`src/rtl/stride_agu.sv`:
```
// Multi-channel 2D strided address generator behind a single-cycle register bus.
// Each NEXT read returns the current address and steps a row-major iterator using adders only.
module stride_agu #(
  parameter int                      DataWidth    = 32,
  parameter int                      AddressWidth = 32,
  parameter int                      NumChannels  = 2,
  parameter logic [AddressWidth-1:0] BaseAddr     = 32'h0004_0000
) (
  input  logic                    clk_i,
  input  logic                    rst_ni,
  input  logic                    agu_req_i,
  input  logic [AddressWidth-1:0] agu_addr_i,
  input  logic                    agu_we_i,
  input  logic [DataWidth/8-1:0]  agu_be_i,
  input  logic [DataWidth-1:0]    agu_wdata_i,
  output logic                    agu_rvalid_o,
  output logic [DataWidth-1:0]    agu_rdata_o,
  output logic                    agu_err_o
);

  if (DataWidth != 32) begin : g_dw_check
    $error("stride_agu: DataWidth must be 32");
  end
  if (NumChannels < 1 || NumChannels > 8) begin : g_nch_check
    $error("stride_agu: NumChannels must be 1..8");
  end

  localparam logic [AddressWidth:0] WinSize = (AddressWidth+1)'(NumChannels * 32);

  function automatic logic [DataWidth-1:0] merge_be(input logic [DataWidth-1:0] old_v,
                                                    input logic [DataWidth-1:0] new_v,
                                                    input logic [DataWidth/8-1:0] be);
    logic [DataWidth-1:0] res;
    res = old_v;
    for (int q = 0; q < DataWidth/8; q++) begin
      res[8*q +: 8] = be[q] ? new_v[8*q +: 8] : old_v[8*q +: 8];
    end
    return res;
  endfunction

  logic [DataWidth-1:0] base_r       [NumChannels];
  logic [DataWidth-1:0] row_stride_r [NumChannels];
  logic [DataWidth-1:0] col_stride_r [NumChannels];
  logic [DataWidth-1:0] dims_r       [NumChannels];
  logic [DataWidth-1:0] cur_r        [NumChannels];
  logic [DataWidth-1:0] row_r        [NumChannels];
  logic [15:0]          i_r          [NumChannels];
  logic [15:0]          j_r          [NumChannels];
  logic                 en_r         [NumChannels];
  logic                 wrap_r       [NumChannels];
  logic                 done_r       [NumChannels];

  logic [15:0]          cols_m1_s    [NumChannels];
  logic [15:0]          rows_m1_s    [NumChannels];
  logic [DataWidth-1:0] reg_val_s    [NumChannels];

  logic [AddressWidth:0] offset_s;
  logic                  in_range_s;
  logic [2:0]            ch_s;
  logic [2:0]            reg_s;
  logic                  err_s;
  logic                  wr_s;
  logic                  rd_s;
  logic [DataWidth-1:0]  rd_mux_s;

  // Address decode and access classification.
  always_comb begin
    offset_s   = {1'b0, agu_addr_i} - {1'b0, BaseAddr};
    in_range_s = (offset_s < WinSize);
    ch_s       = offset_s[7:5];
    reg_s      = offset_s[4:2];
    err_s      = agu_req_i && (!in_range_s || (agu_addr_i[1:0] != 2'b00) ||
                               (agu_we_i && (reg_s >= 3'd5)));
    wr_s       = agu_req_i && agu_we_i && !err_s;
    rd_s       = agu_req_i && !agu_we_i && !err_s;
  end

  // Per-channel extent limits (zero-sized dims behave as 1) and register read values.
  always_comb begin
    for (int c = 0; c < NumChannels; c++) begin
      cols_m1_s[c] = (dims_r[c][15:0] == 16'd0)  ? 16'd0 : dims_r[c][15:0] - 16'd1;
      rows_m1_s[c] = (dims_r[c][31:16] == 16'd0) ? 16'd0 : dims_r[c][31:16] - 16'd1;
      case (reg_s)
        3'd0:    reg_val_s[c] = base_r[c];
        3'd1:    reg_val_s[c] = row_stride_r[c];
        3'd2:    reg_val_s[c] = col_stride_r[c];
        3'd3:    reg_val_s[c] = dims_r[c];
        3'd4:    reg_val_s[c] = {29'd0, wrap_r[c], 1'b0, en_r[c]};
        3'd5:    reg_val_s[c] = {i_r[c], j_r[c]};
        3'd6:    reg_val_s[c] = {30'd0, en_r[c] & ~done_r[c], done_r[c]};
        default: reg_val_s[c] = cur_r[c];
      endcase
    end
  end

  // Select the addressed channel's read value.
  always_comb begin
    rd_mux_s = '0;
    for (int c = 0; c < NumChannels; c++) begin
      rd_mux_s = rd_mux_s | ((ch_s == 3'(c)) ? reg_val_s[c] : '0);
    end
  end

  // Registered bus response; a reset drops any pending response.
  always_ff @(posedge clk_i or negedge rst_ni) begin
    if (!rst_ni) begin
      agu_rvalid_o <= 1'b0;
      agu_rdata_o  <= '0;
      agu_err_o    <= 1'b0;
    end else begin
      agu_rvalid_o <= agu_req_i;
      agu_err_o    <= err_s;
      agu_rdata_o  <= rd_s ? rd_mux_s : '0;
    end
  end

  // Configuration writes, RESTART and iterator advance on NEXT reads.
  always_ff @(posedge clk_i or negedge rst_ni) begin
    if (!rst_ni) begin
      for (int c = 0; c < NumChannels; c++) begin
        base_r[c]       <= '0;
        row_stride_r[c] <= '0;
        col_stride_r[c] <= '0;
        dims_r[c]       <= '0;
        cur_r[c]        <= '0;
        row_r[c]        <= '0;
        i_r[c]          <= 16'd0;
        j_r[c]          <= 16'd0;
        en_r[c]         <= 1'b0;
        wrap_r[c]       <= 1'b0;
        done_r[c]       <= 1'b0;
      end
    end else begin
      for (int c = 0; c < NumChannels; c++) begin
        if (wr_s && (ch_s == 3'(c))) begin
          case (reg_s)
            3'd0: base_r[c]       <= merge_be(base_r[c], agu_wdata_i, agu_be_i);
            3'd1: row_stride_r[c] <= merge_be(row_stride_r[c], agu_wdata_i, agu_be_i);
            3'd2: col_stride_r[c] <= merge_be(col_stride_r[c], agu_wdata_i, agu_be_i);
            3'd3: dims_r[c]       <= merge_be(dims_r[c], agu_wdata_i, agu_be_i);
            3'd4: begin
              if (agu_be_i[0]) begin
                en_r[c]   <= agu_wdata_i[0];
                wrap_r[c] <= agu_wdata_i[2];
                if (agu_wdata_i[1]) begin
                  i_r[c]    <= 16'd0;
                  j_r[c]    <= 16'd0;
                  cur_r[c]  <= base_r[c];
                  row_r[c]  <= base_r[c];
                  done_r[c] <= 1'b0;
                end
              end
            end
            default: ;
          endcase
        end else if (rd_s && (ch_s == 3'(c)) && (reg_s == 3'd7) && en_r[c] && !done_r[c]) begin
          if (j_r[c] < cols_m1_s[c]) begin
            j_r[c]   <= j_r[c] + 16'd1;
            cur_r[c] <= cur_r[c] + col_stride_r[c];
          end else if (i_r[c] < rows_m1_s[c]) begin
            j_r[c]   <= 16'd0;
            i_r[c]   <= i_r[c] + 16'd1;
            row_r[c] <= row_r[c] + row_stride_r[c];
            cur_r[c] <= row_r[c] + row_stride_r[c];
          end else if (wrap_r[c]) begin
            i_r[c]   <= 16'd0;
            j_r[c]   <= 16'd0;
            cur_r[c] <= base_r[c];
            row_r[c] <= base_r[c];
          end else begin
            done_r[c] <= 1'b1;
          end
        end
      end
    end
  end

endmodule
```
`config.mk`:
```
export PLATFORM = sky130hd
export DESIGN_NAME = stride_agu
export DESIGN_NICKNAME = d
export VERILOG_FILES = /design/src/rtl/stride_agu.sv
export SDC_FILE = /design/constraint.sdc
export NUM_CORES = 1
export LEC_CHECK = 0
export ABC_AREA = 1
export CAP_MARGIN = 10
export CORE_MARGIN = 10
export CORE_UTILIZATION = 56
export DETAILED_ROUTE_END_ITERATION = 10
export PLACE_DENSITY_LB_ADDON = 0.15
export SETUP_SLACK_MARGIN = 0.5
export SYNTH_ARGS = -nofsm -noshare
export SYNTH_HDL_FRONTEND = slang
export SYNTH_SLANG_ARGS = --single-unit
```
`constraint.sdc`:
```
create_clock -name clk_i -period 4.1 [get_ports clk_i]
set_input_delay 0.41 -clock clk_i [delete_from_list [all_inputs] [get_ports clk_i]]
set_output_delay 0.41 -clock clk_i [all_outputs]
set_load 0.03 [all_outputs]
```
After elaboration in Yosys (flattened, before gate mapping)
Index checks and enable logic that the tools add are counted.
Widths: inputs -> output; s select.
{ "classes": {"n_eq_ne": 20, "muxes": 65, "reduce_logical": 76, "order_cmp": 6, "add_sub_neg": 13, "bitwise": 5} }
{ "ops": {"columns": ["operator", "n"], "rows": [
  ["$mux 32", 25],
  ["$pmux 32 s7", 2],
  ["$mux 16", 25],
  ["$add 32x32->32", 4],
  ["$reduce_and 3->1", 34],
  ["$add 16x1->16 const B", 4],
  ["$logic_not 16->1", 4],
  ["$lt 16x16->1", 4],
  ["$sub 16x1->16 const B", 4],
  ["$lt 33x7->1 const B", 1],
  ["$sub 32x19->33 const B", 1],
  ["$or 32x32->32", 1],
  ["$logic_and 1x1->1", 16],
  ["$ne 2x2->1 const B", 8],
  ["$reduce_and 7->1", 2],
  ["$mux 1", 13],
  ["$eq 3x3->1 const B", 4],
  ["$reduce_and 6->1", 2],
  ["$reduce_and 5->1", 2],
  ["$ne 2x1->1 const B", 4],
  ["$reduce_bool 4->1", 2],
  ["$eq 3x1->1 const B", 2],
  ["$eq 3x2->1 const B", 2],
  ["$logic_not 3->1", 2],
  ["other kinds (7)", 17]
]} }
{ "word_totals": {"word_cells": 234, "out_inout_bits": 34, "inputBits": 72, "register_bits": 488} }

Depth between registers and ports, before layout
{ "logic_depth": {"depth_word": 14, "depth_mapped": 28} }

Least setup slack after synthesis
No wires, ideal clock.
{ "synth_path": {"path_kind": "register to register", "from": "register dims_r[19] in the netlist's numbering", "to": "register row_r[1] in the netlist's numbering", "arrival_ns": 3.429, "period_less_slack_ns": 3.557, "path_buffers": 1, "required_time_ns": 3.972, "setup_ns": 0.128, "path_slack_ns": 0.543, "stages_incl_launch_ff": 23, "cell_sequence": "dfrtp_1 > nor2_1 > inv_1 > nor4_1 > nand3_1 > nor2_1 > nand2_1 > nor3_1 > nand2_1 > xor2_1 > nand2_1 > ha_1 > nand2_1 > inv_1 > nand3_1 > a31oi_1 > a2111oi_2 > nand2_2 > nand2_1 > nand4_4 > buf_2 > nand2_1 > o21ai_0"} }
{ "synth_via": {"elab_chain_cells": 7} }
{ "synth_rtl": {"columns": ["item", "line", "source"], "rows": [
  ["start, declared", "44", "logic [DataWidth-1:0] dims_r [NumChannels];"],
  ["start signal, assigned by index", "140", "3'd3: dims_r[c] <= merge_be(dims_r[c], agu_wdata_i, agu_be_i);"],
  ["$sub 16x1->16 / $logic_not 16->1 (equally long branches)", "82", "rows_m1_s[c] = (dims_r[c][31:16] == 16'd0) ? 16'd0 : dims_r[c][31:16] - 16'd1;"],
  ["$mux 16 *", "82", null],
  ["$lt 16x16->1 *", "160", "end else if (i_r[c] < rows_m1_s[c]) begin"],
  ["$mux 32", "160", null],
  ["$mux 32", "157", "if (j_r[c] < cols_m1_s[c]) begin"],
  ["$mux 32", "156", "end else if (rd_s && (ch_s == 3'(c)) && (reg_s == 3'd7) && en_r[c] && !done_r[c]) begin"],
  ["$mux 32", "135", "if (wr_s && (ch_s == 3'(c))) begin"],
  ["end signal, assigned by index", "149", "row_r[c] <= base_r[c];"],
  ["end signal, assigned by index", "163", "row_r[c] <= row_r[c] + row_stride_r[c];"],
  ["end signal, assigned by index", "169", "row_r[c] <= base_r[c];"],
  ["end, declared", "46", "logic [DataWidth-1:0] row_r [NumChannels];"]
]} }
Every way passes the cells marked *; elsewhere a longest branch is shown, timed or not. The select of a mux whose other input is x is not followed.
A chain may end at the register's enable or synchronous reset.

Worst setup path after layout
{ "layout_path": {"from": "register dims_r[18] in the netlist's numbering", "to": "register cur_r[1] in the netlist's numbering"} }
{ "layout_via": {"elab_chain_cells": 7} }
{ "layout_rtl": {"columns": ["item", "line", "source"], "rows": [
  ["$sub 16x1->16 / $logic_not 16->1 (equally long branches)", "82", null],
  ["$mux 16 *", "82", null],
  ["$lt 16x16->1 *", "160", null],
  ["$mux 32", "160", null],
  ["$mux 32", "157", null],
  ["$mux 32", "156", null],
  ["$mux 32", "135", null],
  ["end signal, assigned by index", "159", "cur_r[c] <= cur_r[c] + col_stride_r[c];"],
  ["end signal, assigned by index", "164", "cur_r[c] <= row_r[c] + row_stride_r[c];"],
  ["end signal, assigned by index", "168", "cur_r[c] <= base_r[c];"],
  ["end, declared", "45", "logic [DataWidth-1:0] cur_r [NumChannels];"]
]} }
Marks and branches as above.

==> metrics.txt <==
outcome=finished clean; total power=11.0 mW; proportion of synthesized area in mux cells=0%; CTS tree=built; Max Slew Vio Count=0; placed cell area=37100 sq um; Reg2Reg Depth=25; first-pass GRT wire length=205000 um; Mapped Cells=4990; r2r setup slk=0.39 ns; CTS H-Tree Depth=2; die span in x=270 um; total CTS buffers=56; Clock Latency Late Sink=0.64 ns; # DRC=0; pin count of the biggest net entering global routing=93; Total Wirelength=139000 um; clock sink total=488; crit-path max FO=8; Global Route Usage Sum=35.9%; Tmin final=3.71 ns; Net Count, Synth=5259; clock-pin slew on the worst setup and hold paths=0.07 ns; Via density=6.14; Placer Congestion=1.02; Max-cap violations=0; # setup viols final=0; Syn Area/Cell=6.99 sq um; xor and xnor area share after synthesis=3.79%; I/O pin count=106; TNS Setup=0 ns; initial antenna violation count=4; CTS root buf=clkbuf_16; Mapped Area=34900 sq um; Cell Pwr Density=268 nW/um^2; core footprint=61700 sq um; Max Root-Sink Buffers=3; die height=270 um; initial core utilization=56.5%; synthesized flop and latch total=488; final hold viol count=0; Hold Path Class=input pin to async pin; simple-gate share of the synthesized area=30.2%; Tcrit/Tclk final=90.5%; Main synth FF type=dfrtp_1; Ys Warns=0; Worst R2R End=cur_r[1]; met2 Usage GRT=55.7%; die area=72700 sq um; critical path type=flip-flop to flip-flop; vias after detailed routing=36915; Detail Route Antenna Nets=0; Most Used Layer, Global Route=met2; Worst Setup End Kind=flip-flop; fin nets=5393; Post-synth EDFFs=0; Compound-Gate Fraction of Synth Area=17.3%; Seq/Total Area, Yosys=35.0%; GRT met1 Usage=48.0%; Slew headroom=33.5%; commonest cells after routing, fill and taps aside=nand2_1 (1485), dfrtp_1 (486), o21ai_0 (475), nor2_1 (413), inv_1 (377); Worst-Margin Slew=0.996 ns; Leak=19.1 nW; Worst VDD drop=0.289 mV; main combinational cell family by area after synthesis=simple AND/OR/NAND/NOR gates; commonest non-fill, non-tap cell in the layout=nand2_1; drt pass-1 iters=6; reg-to-reg startpoint=dims_r[18]; detail-routed net length per standard cell=23.1 um; post-synthesis cell type count=62; GR Layer Usage met3=7.58%; Adder-Cell Fraction of Synth Area=7.15%; Port Buffer Count=105; row count=91; area delta synth->final=17.0%; design area=40800 sq um; clk_skew=0.0322 ns; Fmax=270 MHz; CP arrival=4.24 ns; worst endpoint required time=4.63 ns; Critical Path Start Type=flip-flop; Async S/R FF share, synth=100%; vias in the first global route=34023; GRT overflow=0; RSZ-0062 raised after global routing=true; DR iter-0 viols=4827; post-DP HPWL=101000 um; layout cells sized above 1=9.38%
[final cells by class]
class	instances	area (sq um)
fill	5560	20900
sequential	488	12200
timing repair inverter	1	8.76
clock inverter	23	340
clock buffer	82	1710
multi-input combinational	3924	21100
antenna	1	2.50
inverter	402	1560
tap	837	1050
timing repair buffer	251	2850
[cells by family after synthesis]
family / Yosys count
and+or+nand+nor: 2517
xor gates and xnor gates: 150
adders and majority gates: 197
DFF: 488
AOI/OAI and AO/OA: 1058
buffers and inverters: 580
[worst max path at each step]
| stage | startpoint | end | depth (start not counted) |
|---|---|---|---|
| after floorplan | dims_r[19] | row_r[1] | 22 |
| after global placement | dims_r[16] | row_r[26] | 23 |
| after detailed placement | dims_r[16] | row_r[20] | 23 |
| after CTS | dims_r[20] | cur_r[22] | 26 |
| after global routing | dims_r[18] | cur_r[1] | 25 |
| final | dims_r[18] | cur_r[1] | 25 |
[report_power, final]
group	leakage (nW)	total, mW	switching, mW	internal (mW)
registers	6.67	4.82	0.000246	4.82
clock network	1.01	5.65	2.26	3.39
logic	11.4	0.487	0.368	0.119
[Yosys cell counts (9+ instances only)]
cell	number	area, sq um
a21o_1	20	150
a21oi_1	328	1640
a21oi_2	10	87.6
a221oi_1	23	201
a22oi_1	22	165
buf_1	13	48.8
buf_2	45	225
buf_4	9	67.6
clkbuf_1	106	398
dfrtp_1	488	12200
ha_1	193	2410
inv_1	389	1460
inv_2	9	33.8
nand2_1	1514	5680
nand2_2	12	75.1
nand3_1	290	1450
nand3b_1	16	120
nand4_1	79	494
nor2_1	446	1670
nor2_2	18	113
nor3_1	68	340
nor4_1	22	138
o2111ai_1	35	307
o211ai_1	25	188
o21a_1	12	90.1
o21ai_0	483	2420
o21ai_1	11	55.1
o21bai_1	11	82.6
o221ai_1	14	123
o22ai_1	22	138
o22ai_2	10	125
or2_2	32	200
xnor2_1	71	622
xor2_1	78	683
[metal layers]
metal | part of all wire, % | wire length [um]
met1 | 39 | 54500
met2 | 44 | 61600
met3 | 11 | 15800
met4 | 5.0 | 6900
met5 | 0 | 0
[stage by stage]
| step | std cells | utilization (%) | hold slack, ns | setup WS [ns] |
|---|---|---|---|---|
| 6_report | 6009 | 66.2 | 0.383 | 0.391 |
| 5_1_grt | 6008 | 66.2 | 0.463 | 0.162 |
| 4_1_cts | 5964 | 64.0 | 0.431 | 0.520 |
| 3_5_place_dp | 5842 | 60.1 | 0.471 | 0.131 |
| 3_3_place_gp | 5842 | 60.1 | 0.466 | 0.291 |
| 2_1_floorplan | 4990 | - | 0.114 | 0.543 |
[sequential cells by signal, summed over array words and instances (netlist names)]
register / cells
en_r: 2
dims_r: 64
agu_rdata_o: 32
i_r: 32
row_stride_r: 64
cur_r: 64
col_stride_r: 64
row_r: 64
wrap_r: 2
done_r: 2
base_r: 64
agu_err_o: 1
agu_rvalid_o: 1
j_r: 32
[timing repair]
| action | in CTS | in global routing |
|---|---|---|
| pin swaps | 7 | 38 |
| hold buffers | 1 | 0 |
| resized for setup | 32 | 196 |
| buffers inserted | 11 | 27 |
| gates cloned | 5 | 17 |
| endpoints found under the setup margin | 176 | 194 |
| endpoints found under the hold margin | 85 | 0 |
[worst max-delay path: stages (launching register included)]
cell	delay (ns)
dfrtp_1	0.38
nor2_1	0.10
nand2_1	0.10
nor4_2	0.26
buf_4	0.17
nand3_2	0.06
nor2_2	0.13
nand2_2	0.10
nor3_4	0.17
nand2_1	0.09
xor2_1	0.16
nand2_1	0.11
ha_4	0.30
nand2_4	0.05
inv_4	0.07
nand3_4	0.08
a31oi_4	0.17
a2111oi_4	0.05
buf_6	0.15
nand2_8	0.12
nand3_4	0.12
nand2_8	0.15
clkinv_8	0.13
clkbuf_16	0.19
nor2_1	0.11
a21oi_1	0.06
Power figures use the tool's default switching activity.
